`src/rtl/key_debounce_ctrl.sv`:
```
// key_debounce_ctrl
// Multi-channel push-button debouncer and press classifier. Raw key pins pass
// through a two-flop synchroniser every clock and are sampled only on the
// iCke tick. Each channel runs its own debounce FSM and produces a debounced
// level plus registered one-cycle press, release, long-press and repeat pulses.
// Build option: define KEY_AUTO_REPEAT_EN to build the per-channel auto-repeat
// counter behind oRepeat; without it oRepeat is tied low.
module key_debounce_ctrl #(
  parameter int pChNum     = 4,
  parameter int pActiveLow = 1,
  parameter int pStableCnt = 4,
  parameter int pLongCnt   = 500,
  parameter int pRepeatCnt = 100
) (
  input  logic              iSysClk,
  input  logic              iSysRst,
  input  logic              iCke,
  input  logic [pChNum-1:0] iKey,
  output logic [pChNum-1:0] oLevel,
  output logic [pChNum-1:0] oPress,
  output logic [pChNum-1:0] oRelease,
  output logic [pChNum-1:0] oLong,
  output logic [pChNum-1:0] oRepeat
);

  localparam int cScW = $clog2(pStableCnt + 1);
  localparam int cHcW = $clog2(pLongCnt + 1);
  localparam logic [cScW-1:0]   cScLast  = cScW'(pStableCnt - 1);
  localparam logic [cHcW-1:0]   cHcLong  = cHcW'(pLongCnt);
  localparam logic [pChNum-1:0] cIdlePin = (pActiveLow != 0) ? '1 : '0;

  typedef enum logic [2:0] {
    sIdle,
    sPChk,
    sPressed,
    sLong,
    sRChk
  } tKeyState;

  // Reject parameter sets the counters and FSM are not built for.
  if (pChNum < 1 || pChNum > 16 || pStableCnt < 1 || pLongCnt <= pStableCnt ||
      pRepeatCnt < 1) begin : gBadParam
    $error("key_debounce_ctrl: illegal parameter set");
  end

  logic [pChNum-1:0] syncQ0;
  logic [pChNum-1:0] syncQ1;
  logic [pChNum-1:0] keyPressed;

  // Two-flop synchroniser, clocked every cycle; resets to the released pin level.
  // NOTE: clocked state is always assigned with <= so every flop samples the
  // pre-edge value of its neighbours; blocking here would collapse the chain.
  always_ff @(posedge iSysClk or negedge iSysRst) begin
    if (!iSysRst) begin
      syncQ0 <= cIdlePin;
      syncQ1 <= cIdlePin;
    end else begin
      syncQ0 <= iKey;
      syncQ1 <= syncQ0;
    end
  end

  // 1 = pressed, whatever the pin polarity.
  assign keyPressed = syncQ1 ^ cIdlePin;

  for (genvar gCh = 0; gCh < pChNum; gCh++) begin : gChan
    tKeyState        stateQ, stateD;
    logic [cScW-1:0] scQ, scD;
    logic [cHcW-1:0] hcQ, hcD;
    logic            levelQ, levelD;
    logic            pressQ, pressD;
    logic            releaseQ, releaseD;
    logic            longQ, longD;
    logic            p;

    assign p = keyPressed[gCh];

    // Debounce FSM next state; everything moves only on a tick.
    // NOTE: every variable gets its default before the case, so no path can
    // leave one unassigned and infer a latch; pulses default to 0 and self-clear.
    always_comb begin
      stateD   = stateQ;
      scD      = scQ;
      hcD      = hcQ;
      levelD   = levelQ;
      pressD   = 1'b0;
      releaseD = 1'b0;
      longD    = 1'b0;
      if (iCke) begin
        unique case (stateQ)
          sIdle: begin
            if (p) begin
              if (pStableCnt == 1) begin
                stateD = sPressed;
                levelD = 1'b1;
                pressD = 1'b1;
                hcD    = '0;
              end else begin
                stateD = sPChk;
                scD    = cScW'(1);
              end
            end
          end
          sPChk: begin
            if (!p) begin
              stateD = sIdle;
              scD    = '0;
            end else if (scQ == cScLast) begin
              stateD = sPressed;
              levelD = 1'b1;
              pressD = 1'b1;
              hcD    = '0;
              scD    = '0;
            end else begin
              scD = scQ + 1'b1;
            end
          end
          sPressed, sLong: begin
            if (p) begin
              // hc saturates at pLongCnt once LONG is reached.
              if (stateQ == sPressed) begin
                hcD = hcQ + 1'b1;
                if (hcD == cHcLong) begin
                  stateD = sLong;
                  longD  = 1'b1;
                end
              end
            end else if (pStableCnt == 1) begin
              stateD   = sIdle;
              levelD   = 1'b0;
              releaseD = 1'b1;
              hcD      = '0;
            end else begin
              stateD = sRChk;
              scD    = cScW'(1);
            end
          end
          sRChk: begin
            if (p) begin
              // hc is frozen here, so hc==pLongCnt identifies a LONG origin.
              stateD = (hcQ == cHcLong) ? sLong : sPressed;
              scD    = '0;
            end else if (scQ == cScLast) begin
              stateD   = sIdle;
              levelD   = 1'b0;
              releaseD = 1'b1;
              hcD      = '0;
              scD      = '0;
            end else begin
              scD = scQ + 1'b1;
            end
          end
          default: stateD = sIdle;
        endcase
      end
    end

    // Channel state, counters, level and pulse registers.
    always_ff @(posedge iSysClk or negedge iSysRst) begin
      if (!iSysRst) begin
        stateQ   <= sIdle;
        scQ      <= '0;
        hcQ      <= '0;
        levelQ   <= 1'b0;
        pressQ   <= 1'b0;
        releaseQ <= 1'b0;
        longQ    <= 1'b0;
      end else begin
        stateQ   <= stateD;
        scQ      <= scD;
        hcQ      <= hcD;
        levelQ   <= levelD;
        pressQ   <= pressD;
        releaseQ <= releaseD;
        longQ    <= longD;
      end
    end

    assign oLevel[gCh]   = levelQ;
    assign oPress[gCh]   = pressQ;
    assign oRelease[gCh] = releaseQ;
    assign oLong[gCh]    = longQ;

`ifdef KEY_AUTO_REPEAT_EN
    localparam int cRcW = $clog2(pRepeatCnt + 1);
    localparam logic [cRcW-1:0] cRcLast = cRcW'(pRepeatCnt - 1);

    logic [cRcW-1:0] rcQ, rcD;
    logic            repeatQ, repeatD;

    // Repeat counter: counts held ticks in LONG, frozen in RCHK, cleared elsewhere.
    always_comb begin
      rcD     = rcQ;
      repeatD = 1'b0;
      if (iCke) begin
        if (stateQ == sLong && p) begin
          if (rcQ == cRcLast) begin
            rcD     = '0;
            repeatD = 1'b1;
          end else begin
            rcD = rcQ + 1'b1;
          end
        end else if (stateD != sLong && stateD != sRChk) begin
          rcD = '0;
        end
      end
    end

    // Repeat counter and pulse registers.
    always_ff @(posedge iSysClk or negedge iSysRst) begin
      if (!iSysRst) begin
        rcQ     <= '0;
        repeatQ <= 1'b0;
      end else begin
        rcQ     <= rcD;
        repeatQ <= repeatD;
      end
    end

    assign oRepeat[gCh] = repeatQ;
`else
    assign oRepeat[gCh] = 1'b0;
`endif
  end

endmodule

```
`config.mk`:
```
export PLATFORM = sky130hd
export DESIGN_NAME = key_debounce_ctrl
export DESIGN_NICKNAME = d
export VERILOG_FILES = /design/src/rtl/key_debounce_ctrl.sv
export SDC_FILE = /design/constraint.sdc
export NUM_CORES = 1
export LEC_CHECK = 0
export CAP_MARGIN = 20
export CORE_MARGIN = 2
export CORE_UTILIZATION = 55
export CTS_BUF_LIST = sky130_fd_sc_hd__clkbuf_16
export CTS_CLUSTER_SIZE = 40
export DETAILED_ROUTE_END_ITERATION = 7
export PLACE_DENSITY = 0.77
export SLEW_MARGIN = 20
export SYNTH_ARGS = -nofsm -noshare
export SYNTH_HDL_FRONTEND = slang
export SYNTH_SLANG_ARGS = --single-unit
export TNS_END_PERCENT = 5
```
`constraint.sdc`:
```
create_clock -name iSysClk -period 4.11 [get_ports iSysClk]
set_input_delay 0.822 -clock iSysClk [delete_from_list [all_inputs] [get_ports iSysClk]]
set_output_delay 0.822 -clock iSysClk [all_outputs]
set_load 0.01 [all_outputs]
```
After elaboration in Yosys (flattened, before gate mapping) --
Index checks and enable logic that the tools add are counted. W data, S select, Z words.
Word-level totals: register bits after elaboration 84, latch bits 0, bits in writable memories 0, ROM bits 0, output and inout port bits 20, logic and storage cells 303, memories 0
Operators by class: add/subtract/negate cells 8, $mul 0, divide/modulo/power cells 0, order comparisons 0, equal/unequal tests 76, shifts and indexed selects 0, mux-type cells 152, bitwise gates (word level) 1, reduce and logical (&&, ||, !) cells 36
Operator list (number):
- $mux W9 | 20
- $mux W3 | 48
- $pmux W9 S3 | 4
- $pmux W3 S4 | 8
- $eq A9 B9 Y1 const B | 8
- $reduce_and A6 Y1 | 12
- $mux W1 | 68
- $ne A2 B2 Y1 const B | 32
- $ne A3 B3 Y1 const B | 16
- $add A9 B1 Y9 const B | 4
- $eq A3 B2 Y1 const B | 12
- $reduce_and A4 Y1 | 4
- $reduce_bool A4 Y1 | 4
- $add A3 B1 Y3 const B | 4
- $eq A3 B1 Y1 const B | 4
- $eq A3 B3 Y1 const B | 4
- $logic_not A3 Y1 | 4
- $reduce_bool A3 Y1 | 4
- $pmux W1 S2 | 4
- $reduce_bool A2 Y1 | 4
- $reduce_or A2 Y1 | 4
- $not A4 Y4 | 1

Depth between registers and ports, before layout --
Gate-level depths: netlist of run 1.
word-level depth 7, depth in mapped cells 7, depth with buffers taken out 7

Worst setup path after synthesis of run 1 --
No wires, ideal clock.
kind input port to flip-flop, start input iCke, end register gChan[3].scQ[1], setup time 0.127 ns, arrival time 1.963 ns, slack 2.020 ns, stages on the path 4, buffers on the path 1, cells stage by stage buf_2 > inv_2 > a2111oi_1 > mux2_1
Between the ends: word-level cells in the longest chain between the ends 1
Ends and longest elaborated chain:
- from (decl) | RTL line 17 | input logic iCke,
- $reduce_and A4 Y1 (no line)
- to (signal assigned) | RTL line 162 | scQ <= '0;
- to (signal assigned) | RTL line 170 | scQ <= scD;
- to (decl) | RTL line 68 | logic [cScW-1:0] scQ, scD;
Every way passes these cells. A chain may end at the register's enable or synchronous reset.

Worst setup path in the final report of run 1 --
Ends and elaborated chain as after synthesis.

==> results of run 1 <==
## flip-flops by register name, indices dropped and copies added, names as in the netlist
| signal | count |
|---|---|
| gChan.stateQ | 12 |
| gChan.pressQ | 4 |
| gChan.releaseQ | 4 |
| gChan.levelQ | 4 |
| gChan.scQ | 12 |
| gChan.longQ | 4 |
| syncQ1 | 4 |
| gChan.hcQ | 36 |
| syncQ0 | 4 |
## through the flow
step                cells  cell area [um^2]  hold slack, ps  setup WS, ps
finish                657              5270             355          1230
global route          657              5270             364          1100
CTS                   657              5260             356          1240
detailed placement    641              5000             348           907
global placement      641              5000             346          1020
floorplan             556              4900             345          2020
## cell usage in the layout, fill, tap and decap left out, types with 3 or more instances in the layout
cell type and instances:
a22o_1 3, a31oi_1 14, nor2_1 52, nand3b_1 5, nand3_1 20, nor3b_1 7, nor3_1 8, a211o_1 3
nand4_1 4, clkbuf_16 9, ha_1 13, inv_1 21, nand2_1 58, o21ai_0 41, dfstp_2 8, o21bai_1 3
o31ai_1 17, clkdlybuf4s50_1 21, and3_1 10, a21oi_1 23, a21o_1 3, or3b_1 4, xnor2_1 3, conb_1 4
xor2_1 3, nor4_1 7, nand2b_1 12, a21boi_0 3, o22ai_1 3, dfrtp_1 76, o211ai_1 3, nor2b_1 11
and2_1 6, o21ai_1 11, o41ai_1 3, o21a_1 7
## final timing paths
| check | start | endpoint | slack [ps] | cells past startpoint |
|---|---|---|---|---|
| worst max-delay path | iCke | gChan[3].scQ[1] | 1230 | 4 |
| worst min-delay path | syncQ0[3] | syncQ1[3] | 360 | 0 |
| worst max register to register | gChan[0].scQ[0] | gChan[0].hcQ[6] | 2070 | 6 |
| worst min register to register | syncQ0[3] | syncQ1[3] | 360 | 0 |
| max in group asynchronous | iSysRst | gChan[0].hcQ[0] | 3080 | 1 |
| min in group asynchronous | iSysRst | gChan[2].hcQ[7] | 520 | 1 |
## worst max-delay path, stage by stage
cell	delay [ps]
clkdlybuf4s50_1	930
inv_2	250
a2111oi_1	700
mux2_1	380
## cell families (layout without fill, tap and decap cells)
logic type	Yosys count	after routing	share of synthesized area, %
AOI/OAI and AO/OA	158	158	21.1
other	1	4	0.0767
buffers and inverters	66	59	6.91
muxes	4	4	0.870
and+or+nand+nor	221	221	23.5
adders and majority gates	13	13	3.33
xor gates and xnor gates	6	6	1.07
DFF	84	84	43.2
## report_power, final
part           leakage (nW)  internal (W)  switching (W)
Combinational         0.968      0.000382       0.000444
Sequential             1.08      0.000982       0.000288
Clock                 0.131      0.000400       0.000316
Total                  2.18       0.00176        0.00105
## final cells by class
type                       count  area [um^2]
timing repair buffer          23          229
fill                         741         3410
clock inverter                 7         36.3
tap                          108          135
clock buffer                   9          225
sequential                    84         2110
inverter                      20         75.1
multi-input combinational    406         2450
## layer usage
layer  share of wire (%)  routed length [um]
met1                  47                4570
met2                  47                4520
met3                 4.1                 396
met4                 1.8                 177
met5                   0                   0
==> results.cfg, run 1 <==
[sta]
setup_violations = 0
finalHoldViolations = 0
maxSlewHeadroom_pct = 40.0
slew_violations = 0
min_period_ps = 2880
skew_ps = 6.05
setup_tns_ps = 0
tightest_slew_ps = 893
max_freq_mhz = 347
finalCritPeriodShare_pct = 70.0
rsz0062_at_grt = no

[floorplan]
start_util_pct = 56.4
rows = 34
chipWidth_um = 98.3
dieArea_mm2 = 0.00966
ios = 27
coreArea_mm2 = 0.00868
die_h_um = 98.3

[place]
gp_congestion = 0.896
dp_hpwl_um = 6470
portBuffers = 22

[outcome]
outcome = complete, no violations

[drt]
drc = 0
drt-vias-per-instance = 6.08
drt-pass1-iter-count = 5
drt_iter0_markers = 210
ant_nets = 0
routedWlPerCell_um = 14.7
routed_wirelength_um = 9660
num_vias = 3995

[worst_hold_path]
min_path_type = reg -> reg

[flow_run]
drv_cap = 0

[finish]
finalNetCount = 564
final_util_pct = 60.7
antennaDiodeCount = 0
final_layout_size_suffix_gt1_share_pct = 6.56
area_delta_synth_final_pct = 7.65

[power_and_ir_drop]
irDropWorstVdd_mv = 0.317
power_density_mw_per_mm2 = 534
power_w = 0.00281
leakage_nw = 2.18

[clock_tree]
cts_tree = built
clk_latency_ps = 330
h-tree-depth = 3
clockRootBuffer = clkbuf_16
numCtsBuffers = 9
cts_max_path_buffers = 2
holdBufCountCts = 0
cts_sinks = 84
cts.reportedPaths.clkPinSlew_ps = 60
postCtsSetupBuffers = 0
ctsResizeCount = 0

[synthesis]
yosysWarnings = 0
syn_area_mm2 = 0.00489
synth_most_common_cell = dfrtp_1
synth_cells = 553
yosys.area.top_type_share_pct = 38.9
netlist_top_cells_count = dfrtp_1 (76), nand2_1 (58), nor2_1 (52)
yosys-top-cells-area = dfrtp_1 (39%), nand2_1 (4.5%), dfstp_2 (4.3%), o21ai_0 (4.2%), nor2_1 (4.0%)
ys_seq_area_share_pct = 43.2
avgSynthCellArea_um2 = 8.84
synthFlopType = dfrtp_1
yosys.area.top_type = dfrtp_1
synth_seq_cells = 84
synth_cell_types = 73
ys_async_sr_fraction_pct = 100
synth-edff-count = 0

[setup_path]
crit_arrival_ps = 3090
crit_type = in -> reg
critPathLaunchType = primary input
cp-end-kind = register
crit_fanout = 18
cp.required_ps = 4320

[global_route]
antenna_found_initial = 0
grt_pass1_vias = 3690
grt_use_met3_pct = 3.08
use_met2_pct = 33.6
grt_pass1_wl_um = 17200
grt_overflow_total = 0
grt_max_degree = 85
grtUsageTotal_pct = 21.3
grt.busiest_layer = met2
grt.met1_usage_pct = 29.8
(Power assumes the default switching activity.)
==> inputs of run 2 (changes only) <==
==> constraint.sdc (replaced) <==
create_clock -name iSysClk -period 2.9 [get_ports iSysClk]
set_input_delay 0.58 -clock iSysClk [delete_from_list [all_inputs] [get_ports iSysClk]]
set_output_delay 0.58 -clock iSysClk [all_outputs]
set_load 0.01 [all_outputs]
==> run 2 against run 1 <==
  * Combinational power increased by 43%
  * Global-route usage decreased by 0.063 points
  * Design area increased by 1.2%
  * Register-to-register slack got worse by 1200 ps
  * Critical path depth increased by 2
  * First-iteration DRC count increased by 4.8%
  * Routed wire length increased by 0.18%
  * Largest cell class unchanged
==> results.cfg, run 2 (synthesis gave the netlist of run 1 again) <==
[clock_tree]
holdBufCountCts = 0
cts.reportedPaths.clkPinSlew_ps = 70
clk_latency_ps = 340
cts_tree = built
h-tree-depth = 3
numCtsBuffers = 9
postCtsSetupBuffers = 0
ctsResizeCount = 0
clockRootBuffer = clkbuf_16
cts_sinks = 84
cts_max_path_buffers = 2

[floorplan]
rows = 34
die_h_um = 98.3
start_util_pct = 56.4
coreArea_mm2 = 0.00868
ios = 27
dieArea_mm2 = 0.00966
chipWidth_um = 98.3

[drt]
routedWlPerCell_um = 14.7
num_vias = 3978
drt-pass1-iter-count = 4
drt_iter0_markers = 220
ant_nets = 0
drt-vias-per-instance = 6.03
routed_wirelength_um = 9680
drc = 0

[sta]
slew_violations = 0
skew_ps = 7.42
max_freq_mhz = 483
rsz0062_at_grt = no
setup_tns_ps = 0
setup_violations = 0
setup_slack_ps = 831
finalHoldViolations = 0
maxSlewHeadroom_pct = 51.9
finalCritPeriodShare_pct = 71.4
min_period_ps = 2070
tightest_slew_ps = 721

[finish]
top_regs = gChan.hcQ (36), gChan.scQ (12), gChan.stateQ (12)
top_register = gChan.hcQ
largest_reg_flops = 36
layout_common_cells = dfrtp_1 (76), nand2_1 (58), nor2_1 (52)
mostFrequentLayoutCell = dfrtp_1
antennaDiodeCount = 0
finalNetCount = 567
area_delta_synth_final_pct = 8.93
final_layout_size_suffix_gt1_share_pct = 7.43

[place]
dpl_worst_slack_ps = 478
gp_congestion = 0.882
dp_hpwl_um = 6370
portBuffers = 22

[worst_hold_path]
min_path_type = in -> async

[setup_path]
critPathLaunchType = primary input
cp.buffers_inverters = 2
crit_chain = clkdlybuf4s50_1 > buf_4 > and2_0 > nor2_1 > o21ai_1 > o31ai_1
crit_arrival_ps = 2310
cp_slowest_stage_delay_ps = 530
cp.required_ps = 3140
cp-end-kind = register
crit_type = in -> reg
crit_fanout = 13
crit_family = simple AND/OR/NAND/NOR gates
slowest_stage = nor2_1

[power_and_ir_drop]
power_density_mw_per_mm2 = 774
leakage_nw = 2.21
irDropWorstVdd_mv = 0.457

[global_route]
grtUsageTotal_pct = 21.2
antenna_found_initial = 0
grt_max_degree = 58
grt_pass1_wl_um = 17200
grt_pass1_vias = 3772
grt_overflow_total = 0

[flow_run]
drv_cap = 0

[outcome]
outcome = complete, no violations
==> run 2: cell count changes in the layout (fill, tap and decap cells not counted), sizes merged <==
cell and change:
buf +3, bufinv +1, clkinv -1
==> run 2: area by class of cell <==
| type | count | area (um^2) |
|---|---|---|
| flip-flops and latches | 84 | 2110 |
| repair buffers | 26 | 260 |
| clock buffers | 9 | 225 |
| inverters | 20 | 75.1 |
| fillers | 700 | 3350 |
| well taps | 108 | 135 |
| clock inverters | 7 | 67.6 |
| multi-input cells | 406 | 2450 |
==> run 2: power breakdown <==
| part | internal (W) | switching [W] |
|---|---|---|
| sequential | 0.00139 | 0.000411 |
| combinational | 0.000546 | 0.000635 |
| clock | 0.000664 | 0.000477 |
| total | 0.00260 | 0.00152 |
==> run 2: layer usage <==
metal  share of wire [%]  GRT usage, %  routed length (um)  vias up
met3                 4.4          3.65                 424        8
met1                  48          30.8                4660     1895
met4                0.92          6.32                  89        0
met5                   0             0                   0        -
met2                  46          32.9                4500      111
li1                    -             -                   -     1964
==> run 2: worst register-to-register path, cell delays in order, from the launching register on <==
cell and delay (ps):
dfrtp_1 370, ha_1 210, nor3b_1 430, nand3_1 120, a21o_1 280, or4_1 500
nand2_1 70
==> run 2: through the flow <==
step	total power [W]	util (%)	std cells	hold slack [ps]	cell area, um^2
2_1_floorplan	0.00271	-	556	284	4900
3_3_place_gp	0.00292	58.0	644	346	5030
3_5_place_dp	0.00297	58.0	644	347	5030
4_1_cts	0.00413	61.4	660	327	5330
5_1_grt	0.00441	61.4	660	352	5330
6_report	0.00412	61.4	660	286	5330
==> run 2: worst paths after layout <==
| path | to | slack, ps | cells past startpoint | start |
|---|---|---|---|---|
| setup / recovery | gChan[3].hcQ[7] | 830 | 6 | iCke |
| hold / removal | gChan[2].hcQ[5] | 290 | 1 | iSysRst |
| setup reg to reg | gChan[2].hcQ[4] | 860 | 6 | gChan[2].scQ[0] |
| hold reg to reg | syncQ1[1] | 350 | 0 | syncQ0[1] |
| max in group asynchronous | gChan[2].scQ[0] | 2020 | 2 | iSysRst |
| min in group iSysClk | syncQ1[1] | 350 | 0 | syncQ0[1] |
==> inputs of run 3 (changes only) <==
--- a/config.mk
+++ b/config.mk
@@ -7,11 +7,11 @@
 export LEC_CHECK = 0
 export CAP_MARGIN = 20
 export CORE_MARGIN = 2
-export CORE_UTILIZATION = 55
+export CORE_UTILIZATION = 54
 export CTS_BUF_LIST = sky130_fd_sc_hd__clkbuf_16
 export CTS_CLUSTER_SIZE = 40
 export DETAILED_ROUTE_END_ITERATION = 7
-export PLACE_DENSITY = 0.77
+export PLACE_DENSITY = 0.79
 export SLEW_MARGIN = 20
 export SYNTH_ARGS = -nofsm -noshare
 export SYNTH_HDL_FRONTEND = slang
==> constraint.sdc (replaced) <==
create_clock -name iSysClk -period 1.7 [get_ports iSysClk]
set_input_delay 0.34 -clock iSysClk [delete_from_list [all_inputs] [get_ports iSysClk]]
set_output_delay 0.34 -clock iSysClk [all_outputs]
set_load 0.01 [all_outputs]
==> run 3 against run 2 <==
  * The run now ends with negative setup slack left
  * Sequential power grew 54%
  * Combinational power rose to 2.9 times the previous value
  * Total power is 95% higher
  * Largest power group is now combinational logic
  * Via count rose by 9.5%
  * Critical path depth unchanged
  * Worst hold slack improved by 68 ps
  * Design area increased by 14%
  * Cell count up 11%
  * Clock skew decreased by 0.91 ps
  * Highest routed layer unchanged
  * Sequential cell count did not move
==> results.cfg, run 3 (synthesis gave the netlist of run 1 again) <==
[outcome]
outcome = complete, but fails checks
violations = negative setup slack

[floorplan]
coreArea_mm2 = 0.00876
ios = 27
die_h_um = 99.2
start_util_pct = 55.8
chipWidth_um = 99.2
dieArea_mm2 = 0.00983
rows = 34

[finish]
top_regs = gChan.hcQ (36), gChan.scQ (12), gChan.stateQ (12)
area_delta_synth_final_pct = 23.8
final_layout_size_suffix_gt1_share_pct = 22.7
fillers = 623
top_register = gChan.hcQ
finalNetCount = 640
antennaDiodeCount = 0
layout_common_cells = dfrtp_1 (75), buf_4 (75), nand2_1 (55)
multi_input_area_mm2 = 0.00264
largest_reg_flops = 36
final_util_pct = 69.1
seqCellArea_mm2 = 0.00211
fin_cells = 733

[place]
dp_hpwl_um = 7830
gp_congestion = 0.947
dp.cells = 715
portBuffers = 22

[global_route]
antenna_found_initial = 0
grt_pass1_wl_um = 19600
grt_max_degree = 35
grt_pass1_vias = 4306
grt_overflow_total = 0
grtUsageTotal_pct = 24.3

[setup_path]
crit_arrival_ps = 2050
crit_chain = ha_2 > or3b_4 > o22a_1 > o22ai_4 > nand2_2 > a211o_1
cp.required_ps = 1930
cp_slowest_stage_delay_ps = 380
slowest_stage = or3b_4
critPathLaunchType = register
cp-end-kind = register
crit_fanout = 4
crit_type = reg -> reg

[drt]
ant_nets = 0
drt-pass1-iter-count = 5
num_vias = 4355
drt-vias-per-instance = 5.94
drt_iter0_markers = 199
routed_wirelength_um = 11500
routedWlPerCell_um = 15.7
drc = 0

[sta]
finalCritPeriodShare_pct = 107
finalHoldViolations = 0
setup_violations = 16
min_period_ps = 1820
skew_ps = 6.51
setup_slack_ps = -121
max_freq_mhz = 549
rsz0062_at_grt = yes
timing.hold.ws_ps = 354
slew_violations = 0

[clock_tree]
clk_latency_ps = 340
numCtsBuffers = 9
cts_tree = built
cts_max_path_buffers = 2
clockRootBuffer = clkbuf_16
cts_sinks = 84
h-tree-depth = 3
cts.reportedPaths.clkPinSlew_ps = 60

[power_and_ir_drop]
irDropWorstVdd_mv = 0.688
power_w = 0.00804
leakage_nw = 2.61
power_density_mw_per_mm2 = 1330

[flow_run]
drv_cap = 0

[worst_hold_path]
min_path_type = reg -> reg
-- run 3: cell types whose count changed in the layout (fill, tap and decap cells not counted), moves of 3 or more --
cell	before	now
buf_4	4	75
ha_1	13	8
ha_2	0	5
inv_1	20	23
nand2_1	58	55
nand2_2	1	4
nor3b_1	7	4
nor3b_2	0	3
o21ai_0	41	29
o21ai_1	11	21
-- run 3: path summary, 6_finish.rpt --
check / slack (ps) / cells after the start / end / start
setup / recovery: -120 / 6 / gChan[0].hcQ[6] / gChan[0].scQ[0]
hold / removal: 350 / 0 / syncQ1[1] / syncQ0[1]
setup reg to reg: -120 / 6 / gChan[0].hcQ[6] / gChan[0].scQ[0]
hold reg to reg: 350 / 0 / syncQ1[1] / syncQ0[1]
max in group asynchronous: 610 / 3 / syncQ1[3] / iSysRst
min in group asynchronous: 490 / 2 / gChan[2].hcQ[2] / iSysRst
-- run 3: repair_timing --
item	in CTS	in global routing
setup buffers	1	0
resized for setup	19	32
setup endpoints to repair	31	47
endpoints found under the hold margin	27	0
hold buffers	1	0
pin swaps	11	8
-- run 3: layout make-up --
type                       instances  area share, %
clock buffer                       9           3.72
sequential                        84           34.9
clock inverter                     7          0.930
multi-input combinational        406           43.5
inverter                          20           1.24
tap                              108           2.23
timing repair buffer              99           13.5
-- run 3: per-stage QoR --
step	cell area [um^2]	setup slack [ps]	setup TNS, ps
floorplan	4910	-78.9	-520
global placement	5580	-248	-5430
detailed placement	5580	-299	-7790
CTS	5960	-148	-1390
global route	6060	-184	-2790
finish	6060	-121	-957
-- run 3: layer usage --
metal	wire length (um)	GRT usage, %	share of wire (%)	vias to the layer above
met3	513	5.83	4.4	14
met5	0	0	0	-
met2	5990	41.7	52	121
met1	4890	30.3	42	2117
met4	148	7.80	1.3	0
li1	-	-	-	2103
-- run 3: power breakdown --
group	internal, W	switching (W)
sequential	0.00238	0.000393
clock	0.00111	0.000746
combinational	0.00163	0.00178
total	0.00512	0.00292
-- run 3: worst max-delay path: cells and delay by family, from the launching register on --
family | cells | cell delay (ps)
compound gates | 3 | 660
fa+ha+maj | 1 | 190
flops | 1 | 360
simple gates | 2 | 500
